## src/rtl/shift_add_mul_pkg.sv

```systemverilog
// rtl/shift_add_mul_pkg.sv - shared types and constants for the shift-add multiplier
//
// Contents:
//   mul_state_t  multiplier FSM states (IDLE, RUN, FIX, DONE)
//   MUL_WIDTH    default operand width
//   MUL_CNT_W    step counter width for the default operand width
//   mul_cnt_w()  step counter width for any operand width (must hold the value WIDTH)
package shift_add_mul_pkg;

    typedef enum logic [1:0] {
        IDLE = 2'd0,
        RUN  = 2'd1,
        FIX  = 2'd2,
        DONE = 2'd3
    } mul_state_t;

    localparam int MUL_WIDTH = 16;
    localparam int MUL_CNT_W = $clog2(MUL_WIDTH) + 1;

    function automatic int mul_cnt_w(input int width);
        return $clog2(width) + 1;
    endfunction

endpackage

```

## src/rtl/shift_add_mul_cla4.sv

```systemverilog
// rtl/shift_add_mul_cla4.sv - 4-bit carry-lookahead adder slice
//
// Ports:
//   a, b  [3:0]  addends
//   cin          carry in
//   sum   [3:0]  sum
//   cout         carry out
module cla4 (
    input  logic [3:0] a,
    input  logic [3:0] b,
    input  logic       cin,
    output logic [3:0] sum,
    output logic       cout
);

    logic [3:0] g;
    logic [3:0] p;
    logic [3:1] c;

    assign g = a & b;
    assign p = a ^ b;

    // All carries flattened from generate/propagate so none ripples.
    assign c[1] = g[0] | (p[0] & cin);
    assign c[2] = g[1] | (p[1] & g[0]) | (p[1] & p[0] & cin);
    assign c[3] = g[2] | (p[2] & g[1]) | (p[2] & p[1] & g[0])
                | (p[2] & p[1] & p[0] & cin);
    assign cout = g[3] | (p[3] & g[2]) | (p[3] & p[2] & g[1])
                | (p[3] & p[2] & p[1] & g[0]) | (p[3] & p[2] & p[1] & p[0] & cin);

    assign sum = p ^ {c[3], c[2], c[1], cin};

endmodule

```

## src/rtl/shift_add_mul_cla_add16.sv

```systemverilog
// rtl/shift_add_mul_cla_add16.sv - WIDTH-bit adder built from chained 4-bit CLA slices
//
// Parameters:
//   WIDTH  adder width, multiple of 4 (16 gives the classic 4-slice chain)
// Ports:
//   a, b  [WIDTH-1:0]  addends
//   cin                carry into the lowest slice
//   sum   [WIDTH-1:0]  sum
//   cout               carry out of the highest slice
module cla_add16 #(
    parameter int WIDTH = 16
) (
    input  logic [WIDTH-1:0] a,
    input  logic [WIDTH-1:0] b,
    input  logic             cin,
    output logic [WIDTH-1:0] sum,
    output logic             cout
);

    localparam int NSLICE = WIDTH / 4;

    logic [NSLICE:0] carry;

    assign carry[0] = cin;

    for (genvar i = 0; i < NSLICE; i++) begin : g_slice
        cla4 u_cla4 (
            .a   (a[4*i +: 4]),
            .b   (b[4*i +: 4]),
            .cin (carry[i]),
            .sum (sum[4*i +: 4]),
            .cout(carry[i+1])
        );
    end

    assign cout = carry[NSLICE];

endmodule

```

## src/rtl/shift_add_mul.sv

```systemverilog
// rtl/shift_add_mul.sv - iterative shift-add multiplier with start/busy/done handshake
//
// Optional feature: define MUL_SIGNED_EN to add the sgn port and two's-complement mode.
// Parameters:
//   WIDTH  operand width, multiple of 4
// Ports:
//   clk, rst_n               clock, asynchronous active-low reset
//   start                    request, sampled only in IDLE
//   a, b    [WIDTH-1:0]      multiplicand, multiplier (sampled on the accept edge)
//   sgn                      signed operands (MUL_SIGNED_EN only)
//   busy                     operation in progress, through the done cycle
//   done                     one-cycle result pulse
//   product [2*WIDTH-1:0]    result, held until replaced
//   ovfl                     product does not fit in WIDTH bits, held with product
module shift_add_mul
    import shift_add_mul_pkg::*;
#(
    parameter int WIDTH = MUL_WIDTH
) (
    input  logic                 clk,
    input  logic                 rst_n,
    input  logic                 start,
    input  logic [WIDTH-1:0]     a,
    input  logic [WIDTH-1:0]     b,
`ifdef MUL_SIGNED_EN
    input  logic                 sgn,
`endif
    output logic                 busy,
    output logic                 done,
    output logic [2*WIDTH-1:0]   product,
    output logic                 ovfl
);

    localparam int CW = mul_cnt_w(WIDTH);

    mul_state_t state, state_nxt;

    logic [WIDTH-1:0]   mcand;
    logic [WIDTH-1:0]   mplr;
    logic [WIDTH-1:0]   acc_hi;
    logic [CW-1:0]      cnt;
    logic [WIDTH-1:0]   addend;
    logic [WIDTH-1:0]   sum;
    logic               cout;
    logic [WIDTH-1:0]   a_in;
    logic [WIDTH-1:0]   b_in;
    logic [2*WIDTH-1:0] res;
    logic               res_ovfl;
    logic               last_step;
`ifdef MUL_SIGNED_EN
    logic               neg;
    logic               sgn_q;
`endif

    // RUN spends one extra cycle with cnt == WIDTH where no step is taken;
    // that cycle gives the fixed accept-to-done latency.
    assign last_step = (cnt == CW'(WIDTH));
    assign addend    = mplr[0] ? mcand : '0;

    cla_add16 #(.WIDTH(WIDTH)) u_add (
        .a   (acc_hi),
        .b   (addend),
        .cin (1'b0),
        .sum (sum),
        .cout(cout)
    );

    // Operand conditioning and result fix-up.
    always_comb begin
        a_in     = a;
        b_in     = b;
        res      = {acc_hi, mplr};
        res_ovfl = |res[2*WIDTH-1:WIDTH];
`ifdef MUL_SIGNED_EN
        if (sgn && a[WIDTH-1]) a_in = '0 - a;
        if (sgn && b[WIDTH-1]) b_in = '0 - b;
        if (neg) res = '0 - {acc_hi, mplr};
        if (sgn_q) res_ovfl = (res[2*WIDTH-1:WIDTH] != {WIDTH{res[WIDTH-1]}});
`endif
    end

    // FSM: state register
    always_ff @(posedge clk or negedge rst_n) begin
        if (!rst_n) state <= IDLE;
        else        state <= state_nxt;
    end

    // FSM: next state
    always_comb begin
        state_nxt = state;
        case (state)
            IDLE: if (start) state_nxt = RUN;
`ifdef MUL_SIGNED_EN
            RUN:  if (last_step) state_nxt = FIX;
            FIX:  state_nxt = DONE;
`else
            RUN:  if (last_step) state_nxt = DONE;
`endif
            DONE: state_nxt = IDLE;
            default: state_nxt = IDLE;
        endcase
    end

    // FSM: outputs
    always_comb begin
        busy = (state != IDLE);
        done = (state == DONE);
    end

    // Datapath
    always_ff @(posedge clk or negedge rst_n) begin
        if (!rst_n) begin
            mcand   <= '0;
            mplr    <= '0;
            acc_hi  <= '0;
            cnt     <= '0;
            product <= '0;
            ovfl    <= 1'b0;
`ifdef MUL_SIGNED_EN
            neg     <= 1'b0;
            sgn_q   <= 1'b0;
`endif
        end else begin
            case (state)
                IDLE: begin
                    if (start) begin
                        mcand  <= a_in;
                        mplr   <= b_in;
                        acc_hi <= '0;
                        cnt    <= '0;
`ifdef MUL_SIGNED_EN
                        neg    <= sgn & (a[WIDTH-1] ^ b[WIDTH-1]);
                        sgn_q  <= sgn;
`endif
                    end
                end
                RUN: begin
                    if (!last_step) begin
                        // {cout, sum, mplr} >> 1
                        acc_hi <= {cout, sum[WIDTH-1:1]};
                        mplr   <= {sum[0], mplr[WIDTH-1:1]};
                        cnt    <= cnt + CW'(1);
                    end
`ifndef MUL_SIGNED_EN
                    else begin
                        product <= res;
                        ovfl    <= res_ovfl;
                    end
`endif
                end
`ifdef MUL_SIGNED_EN
                FIX: begin
                    product <= res;
                    ovfl    <= res_ovfl;
                end
`endif
                default: ;
            endcase
        end
    end

endmodule
```

## config.mk

```make
export PLATFORM = sky130hd
export DESIGN_NAME = shift_add_mul
export DESIGN_NICKNAME = d
export VERILOG_FILES = /design/src/rtl/shift_add_mul_pkg.sv /design/src/rtl/shift_add_mul_cla4.sv /design/src/rtl/shift_add_mul_cla_add16.sv /design/src/rtl/shift_add_mul.sv
export SDC_FILE = /design/constraint.sdc
export NUM_CORES = 1
export LEC_CHECK = 0
export BUFFER_PORTS_ARGS = -buffer_cell sky130_fd_sc_hd__buf_2
export CAP_MARGIN = 10
export CORE_MARGIN = 10
export CORE_UTILIZATION = 61
export CTS_CLUSTER_SIZE = 8
export DETAILED_ROUTE_END_ITERATION = 8
export PLACE_DENSITY = 0.85
export SYNTH_ARGS = -nofsm -noshare
export SYNTH_HDL_FRONTEND = slang
export SYNTH_SLANG_ARGS = --single-unit
```

## constraint.sdc

```tcl
create_clock -name clk -period 6.6 [get_ports clk]
set_clock_uncertainty 0.15 [all_clocks]
set_input_delay 1.32 -clock clk [delete_from_list [all_inputs] [get_ports clk]]
set_output_delay 1.32 -clock clk [all_outputs]
set_load 0.05 [all_outputs]
```

==> results.rst, run 1 <==
.. list-table::
   :header-rows: 1

   * - Metric
     - Value
   * - TritonCTS clock tree
     - built
   * - Buffers added on ports
     - 69
   * - Post-DP HPWL
     - 6801 um
   * - Post-Syn Nets
     - 516
   * - Hold slack
     - 323.3 ps
   * - Combinational share of power
     - 46.0%
   * - DP Worst Slack
     - 3287 ps
   * - Leading cell type in the layout, fill and taps excluded
     - sky130_fd_sc_hd__nand2_1
   * - Setup tns final
     - 0 ps
   * - Post-route setup slack
     - 3408 ps
   * - Post-cts repair resize count
     - 0
   * - Most instantiated flip-flop cell in the synthesis netlist
     - sky130_fd_sc_hd__dfrtp_1
   * - Register cell area after layout
     - 0.002202 mm2
   * - Final Net Count
     - 578
   * - Number of cell rows
     - 30
   * - Reported leakage power
     - 2.583 nW
   * - Crit path time final
     - 3192 ps
   * - Final number of max-transition violations
     - 0
   * - Antenna Diode Count
     - 0
   * - Number of max-capacitance violations reported
     - 0
   * - Unrepaired setup endpoints after global routing
     - false
   * - Total power divided by cell area
     - 529.5 mW/mm2
   * - Die span in x
     - 103.2 um
   * - Post-synthesis instance area
     - 0.004224 mm2
   * - Part of the total power dissipated in sequential elements
     - 38.4%
   * - Overall fraction of global-route tracks in use
     - 19.33%
   * - Post-route clock period utilization
     - 48.37%
   * - Worst vdd ir
     - 265.6 uV
   * - Total setup buffers inserted after CTS
     - 0
   * - Vias in the first global route
     - 3466
   * - Int Pwr
     - 0.001355 W
   * - Endpoints failing setup
     - 0
   * - Die Height
     - 103.2 um
   * - Multi-input gate area
     - 0.001912 mm2
   * - Number of placed I/O pins
     - 70
   * - First-pass GRT wire length
     - 16350 um
   * - PnR Total Power
     - 0.002549 W
   * - Type of the worst min-delay path
     - reg2reg
   * - Total number of clock tree sinks
     - 88
   * - Seq/Total Area, Yosys
     - 52.13%
   * - Launching element type of the critical path
     - register
   * - Routed vias/inst
     - 5.530
   * - Relative slew slack
     - 25.99%
   * - Root Buffer
     - sky130_fd_sc_hd__clkbuf_8
   * - Clock H-tree levels
     - 3
   * - TritonCTS Buffers
     - 9
   * - Share of the synthesized area in the top cell type
     - 52.13%
   * - Number of standard cells after synthesis
     - 459
   * - Post-cts hold buffer count
     - 0
   * - Commonest non-fill, non-tap cells in the layout
     - sky130_fd_sc_hd__nand2_1, sky130_fd_sc_hd__dfrtp_1, sky130_fd_sc_hd__buf_2
   * - Launch instance of the worst min-delay path
     - product[20]$_DFFE_PN0P_
   * - Critical path launch point
     - mplr[0]$_DFFE_PN0P_
   * - Ranking of synthesized cells by area
     - sky130_fd_sc_hd__dfrtp_1, sky130_fd_sc_hd__nand2_1, sky130_fd_sc_hd__ha_1
   * - Clock share of power
     - 15.6%
   * - Maximum fanout encountered on the critical timing path
     - 18
   * - Total Routed Length
     - 9687 um
   * - First DRT Iteration DRCs
     - 199
   * - Clock tree buffer depth
     - 2
   * - Synth area leader
     - sky130_fd_sc_hd__dfrtp_1
   * - Area inside the core boundary
     - 0.006756 mm2
   * - Kind of capture point of the worst setup path
     - register
   * - FFs w/ async S/R, synth
     - 100.0%
   * - Type of the worst setup path
     - reg2reg
   * - Post-Synthesis Mean Instance Area
     - 9.203 um2
   * - Congestion Overflow GR
     - 0
   * - Worst-margin pin slew
     - 1109 ps
   * - Yosys cell types
     - 43
   * - Seq cells post-synth
     - 88
   * - Layout area overhead
     - 13.98%
   * - Data required time at the worst endpoint
     - 6730 ps
   * - Max Freq
     - 313.3 MHz
   * - EDFF count, synth
     - 0
   * - WL/cell
     - 15.99 um
   * - Skew-Pair Late Insertion Delay
     - 370 ps
   * - CTS clock-pin slew for the worst setup and hold paths
     - 100 ps
   * - Total die area
     - 0.01065 mm2
   * - Count of filler cells inserted in the layout
     - 534
   * - Status
     - finished clean
   * - Initial antenna violation count
     - 0
   * - Final hold violation count
     - 0
   * - Worst Path Arrival
     - 3320 ps
   * - DRC violation count after routing
     - 0
   * - Share of layout cells above drive strength 1
     - 18.44%
   * - Routed vias
     - 3351
   * - Switching part of the total power
     - 46.86%
   * - DR pass1 iterations
     - 4
   * - Syn. warnings
     - 0
   * - Antenna Violating Nets Remaining
     - 0
   * - Gp weighted congestion
     - 0.9359
   * - Maximum number of pins on one net before global-route repair
     - 89
   * - Startpoint of the worst-slack reg-to-reg timing path
     - mplr[0]$_DFFE_PN0P_
   * - Initial Util
     - 62.52%
   * - Switching power total
     - 0.001194 W
## per-layer routing
layer / GRT usage, % / part of all wire, %
met1: 23.90 / 43
met2: 32.37 / 50
met3: 4.651 / 5.3
met4: 6.738 / 1.6
met5: 0 / 0
## cell families after synthesis
group / Yosys count / synth area share (%)
AND/OR/NAND/NOR: 248 / 24.56
flip-flops: 88 / 52.13
AO/OA/AOI/OAI: 54 / 9.094
buffers and inverters: 27 / 2.666
adder cells (fa/ha/maj): 22 / 7.228
XOR/XNOR: 14 / 2.903
multiplexers: 6 / 1.422
## critical path, cell delays in order (launching register included)
cell	delay, ps
sky130_fd_sc_hd__dfrtp_1	640
sky130_fd_sc_hd__and2_1	270
sky130_fd_sc_hd__ha_1	260
sky130_fd_sc_hd__a41o_1	260
sky130_fd_sc_hd__a211oi_2	300
sky130_fd_sc_hd__o21a_2	220
sky130_fd_sc_hd__o21ai_2	80
sky130_fd_sc_hd__a21o_1	200
sky130_fd_sc_hd__fa_1	380
sky130_fd_sc_hd__xnor2_1	140
sky130_fd_sc_hd__o31ai_1	180
## power by group through the flow
stage                     Sequential [W]  Clock (W)  Combinational, W
after floorplan                  0.00121          0          0.000641
after global placement          0.000974          0           0.00112
after detailed placement        0.000986          0           0.00118
after CTS                       0.000977   0.000397           0.00119
after global routing             0.00101   0.000423           0.00130
final                           0.000979   0.000398           0.00117
## synthesized netlist by cell type, types with 4 or more instances
master and count:
sky130_fd_sc_hd__buf_2 9, sky130_fd_sc_hd__mux2i_1 6, sky130_fd_sc_hd__ha_1 18, sky130_fd_sc_hd__and2_1 17
sky130_fd_sc_hd__nor2_1 10, sky130_fd_sc_hd__o31ai_1 5, sky130_fd_sc_hd__a21oi_1 6, sky130_fd_sc_hd__nand3_1 13
sky130_fd_sc_hd__dfrtp_1 88, sky130_fd_sc_hd__fa_1 4, sky130_fd_sc_hd__nor4_1 4, sky130_fd_sc_hd__nand2_1 193
sky130_fd_sc_hd__clkbuf_1 10, sky130_fd_sc_hd__inv_1 6, sky130_fd_sc_hd__xor2_1 6, sky130_fd_sc_hd__a22oi_1 10
sky130_fd_sc_hd__xnor2_1 8, sky130_fd_sc_hd__o21ai_0 11
## flip-flops by register name, summed over array words and instances, names as in the netlist
name	count
product	32
acc_hi	16
mcand	16
mplr	16
cnt	5
state	2
ovfl	1
## path summary, 6_finish.rpt
kind	cells after the start	slack [ps]	end
worst max-delay path	10	3410	acc_hi[12]$_DFFE_PN0P_
worst max register to register	10	3410	acc_hi[12]$_DFFE_PN0P_
max in group asynchronous	1	4610	acc_hi[14]$_DFFE_PN0P_
min in group asynchronous	1	980	product[22]$_DFFE_PN0P_
worst min-delay path	2	320	product[20]$_DFFE_PN0P_
worst min register to register	2	320	product[20]$_DFFE_PN0P_
## per-stage QoR
stage                     util, %  area (um2)  std cells
after detailed placement    68.19        4607        590
after floorplan                 -        4224        459
final                       71.26        4815        606
after CTS                   71.26        4815        606
after global routing        71.26        4815        606
after global placement      68.19        4607        590
## cell type report
cell class              count  share of cell area (%)
flip-flops and latches     88                   45.74
multi-input cells         344                   39.71
repair buffers             72                   7.692
clock buffers               9                   2.573
well taps                  80                   2.079
clock inverters             7                   1.741
inverters                   6                  0.4678
Note: power is estimated with default switching activity, not from simulation.
==> run 2, diff against run 1 <==
--- a/config.mk
+++ b/config.mk
@@ -8,10 +8,10 @@
 export BUFFER_PORTS_ARGS = -buffer_cell sky130_fd_sc_hd__buf_2
 export CAP_MARGIN = 10
 export CORE_MARGIN = 10
-export CORE_UTILIZATION = 61
+export CORE_UTILIZATION = 56
 export CTS_CLUSTER_SIZE = 8
 export DETAILED_ROUTE_END_ITERATION = 8
-export PLACE_DENSITY = 0.85
+export PLACE_DENSITY = 0.79
 export SYNTH_ARGS = -nofsm -noshare
 export SYNTH_HDL_FRONTEND = slang
 export SYNTH_SLANG_ARGS = --single-unit
==> constraint.sdc (replaced) <==
create_clock -name clk -period 3 [get_ports clk]
set_clock_uncertainty 0.15 [all_clocks]
set_input_delay 0.6 -clock clk [delete_from_list [all_inputs] [get_ports clk]]
set_output_delay 0.6 -clock clk [all_outputs]
set_load 0.05 [all_outputs]
==> run 2 against run 1 <==
Clock-buffer cell count is the same. Critical endpoint unchanged. Fmax up 10%. Register-to-register slack got worse by 3300 ps. Highest routed layer unchanged. Largest cell class unchanged. Combinational power increased by 130%.
==> results.rst, run 2 (synthesis results as in run 1) <==
.. list-table::
   :header-rows: 1

   * - Metric
     - Value
   * - Status
     - finished clean
   * - Number of max-capacitance violations reported
     - 0
   * - Max stage delay cell, worst path
     - sky130_fd_sc_hd__dfrtp_2
   * - Number of buffer and inverter instances along the worst setup path
     - 0
   * - Uppermost signal routing layer after detailed routing
     - met4
   * - Met1 Routed Length
     - 4269 um
   * - Largest stage delay on the critical path
     - 460 ps
   * - Final Net Count
     - 589
   * - Met2 wire length
     - 4646 um
   * - Antenna Violating Nets Remaining
     - 0
   * - Kind of capture point of the worst setup path
     - register
   * - Register bank with the most flops
     - product
   * - Initial Util
     - 57.93%
   * - Clock share of power
     - 14.9%
   * - Type of the worst min-delay path
     - in2async
   * - Number of flip-flops under the largest register name
     - 32
   * - TritonCTS clock tree
     - built
   * - Combinational share of power
     - 47.7%
   * - Layout area overhead
     - 17.03%
   * - Antenna Diode Count
     - 0
   * - Congestion Overflow GR
     - 0
   * - Part of the total power dissipated in sequential elements
     - 37.5%
   * - Switching part of the total power
     - 46.28%
   * - Crit path time final
     - 2902 ps
   * - Overall fraction of global-route tracks in use
     - 17.48%
   * - Int Pwr
     - 0.003054 W
   * - Launching element type of the critical path
     - register
   * - Post-DP HPWL
     - 7024 um
   * - Die span in x
     - 106.9 um
   * - Relative slew slack
     - 36.80%
   * - Initial antenna violation count
     - 0
   * - Gp weighted congestion
     - 0.9151
   * - DR pass1 iterations
     - 5
   * - Switching power total
     - 0.002631 W
   * - Reported leakage power
     - 2.639 nW
   * - Routed vias/inst
     - 5.338
   * - Number of placed I/O pins
     - 70
   * - Count of filler cells inserted in the layout
     - 615
   * - Share of layout cells above drive strength 1
     - 20.48%
   * - Worst vdd ir
     - 522.5 uV
   * - Final hold violation count
     - 0
   * - Family with the most delay on the worst path
     - compound AO/OA/AOI/OAI gates
   * - Area inside the core boundary
     - 0.007292 mm2
   * - DRC violation count after routing
     - 0
   * - WL/cell
     - 15.33 um
   * - Skew-Pair Late Insertion Delay
     - 370 ps
   * - Worst Path Arrival
     - 3020 ps
   * - Routed vias
     - 3395
   * - Placed cells
     - 618
   * - Total number of clock tree sinks
     - 88
   * - Buffers added on ports
     - 69
   * - Met3 wire length
     - 611 um
   * - First-pass GRT wire length
     - 16350 um
   * - Worst-margin pin slew
     - 945.7 ps
   * - Type of the worst setup path
     - reg2reg
   * - Total power divided by cell area
     - 1150 mW/mm2
   * - First DRT Iteration DRCs
     - 178
   * - Clock tree buffer depth
     - 2
   * - Hold slack
     - 107.8 ps
   * - Post-route clock period utilization
     - 96.74%
   * - Total die area
     - 0.01142 mm2
   * - Total Routed Length
     - 9749 um
   * - Die Height
     - 106.9 um
   * - Maximum fanout encountered on the critical timing path
     - 8
   * - Root Buffer
     - sky130_fd_sc_hd__clkbuf_8
   * - Data required time at the worst endpoint
     - 3120 ps
   * - CTS clock-pin slew for the worst setup and hold paths
     - 90 ps
   * - Number of cell rows
     - 31
   * - Filler-free cell count of the finished design
     - 636
   * - Vias in the first global route
     - 3533
   * - CP cell instances
     - and2_1 -> ha_1 -> a21o_2 -> a211oi_4 -> o21a_2 -> o21ai_2 -> a21o_1 -> fa_1 -> xnor2_1 -> o31ai_1
   * - Post-cts hold buffer count
     - 0
   * - Maximum number of pins on one net before global-route repair
     - 54
   * - Leading cell type in the layout, fill and taps excluded
     - sky130_fd_sc_hd__nand2_1
   * - Max Freq
     - 344.6 MHz
   * - Final number of max-transition violations
     - 0
   * - Reg2reg setup slack
     - 100 ps
   * - TritonCTS Buffers
     - 9
   * - Commonest non-fill, non-tap cells in the layout
     - sky130_fd_sc_hd__nand2_1, sky130_fd_sc_hd__dfrtp_1, sky130_fd_sc_hd__buf_2
   * - Endpoints failing setup
     - 0
   * - Clock H-tree levels
     - 3
## run 2: power by group through the flow
stage | Sequential (W) | Combinational, W | Clock, W
2_1_floorplan | 0.00266 | 0.00141 | 0
3_3_place_gp | 0.00212 | 0.00257 | 0
3_5_place_dp | 0.00215 | 0.00267 | 0
4_1_cts | 0.00212 | 0.00269 | 0.000857
5_1_grt | 0.00220 | 0.00299 | 0.000916
6_report | 0.00213 | 0.00271 | 0.000844
## run 2: path summary, 6_finish.rpt
check / endpoint / from / cells after the start
worst max-delay path: acc_hi[12]$_DFFE_PN0P_ / mplr[0]$_DFFE_PN0P_ / 10
worst min-delay path: product[17]$_DFFE_PN0P_ / rst_n / 1
worst max register to register: acc_hi[12]$_DFFE_PN0P_ / mplr[0]$_DFFE_PN0P_ / 10
worst min register to register: mcand[9]$_DFFE_PN0P_ / mcand[9]$_DFFE_PN0P_ / 2
max in group asynchronous: cnt[2]$_DFFE_PN0P_ / rst_n / 2
min in group clk: mcand[6]$_DFFE_PN0P_ / a[6] / 3
## run 2: cell type report
| cell class | instances | area (um2) | area share, % |
|---|---|---|---|
| sequential | 88 | 2203 | 44.57 |
| clock inverter | 7 | 78.83 | 1.595 |
| timing repair buffer | 83 | 465.4 | 9.415 |
| inverter | 6 | 22.52 | 0.4556 |
| multi-input combinational | 344 | 1926 | 38.95 |
| tap | 99 | 123.9 | 2.506 |
| clock buffer | 9 | 123.9 | 2.506 |
## run 2: worst register-to-register path, cell delays in order (launching register included)
cell and delay [ps]:
sky130_fd_sc_hd__dfrtp_2 460, sky130_fd_sc_hd__and2_1 170, sky130_fd_sc_hd__ha_1 340, sky130_fd_sc_hd__a21o_2 240
sky130_fd_sc_hd__a211oi_4 280, sky130_fd_sc_hd__o21a_2 190, sky130_fd_sc_hd__o21ai_2 80, sky130_fd_sc_hd__a21o_1 200
sky130_fd_sc_hd__fa_1 390, sky130_fd_sc_hd__xnor2_1 140, sky130_fd_sc_hd__o31ai_1 180
## run 2: per-layer routing
layer / up-vias / track usage, %
li1: 1658 / -
met1: 1623 / 20.89
met2: 95 / 29.28
met3: 19 / 4.970
met4: 0 / 6.576
met5: - / 0
## run 2: what timing repair did
action / in CTS / in global routing
buffers inserted: 0 / 2
gates resized for setup: 0 / 3
endpoints found under the setup margin: 0 / 2
## run 2: stage by stage
stage | setup TNS [ps] | total power, W | instance area, um2 | worst slack (ps) | utilization, %
2_1_floorplan | 0 | 0.004072 | 4224 | 258.0 | -
3_3_place_gp | 0 | 0.004697 | 4711 | 160.3 | 64.60
3_5_place_dp | 0 | 0.004821 | 4711 | 91.34 | 64.60
4_1_cts | 0 | 0.005673 | 4913 | 43.82 | 67.38
5_1_grt | -7.165 | 0.006106 | 4943 | -7.165 | 67.79
6_report | 0 | 0.005685 | 4943 | 97.73 | 67.79
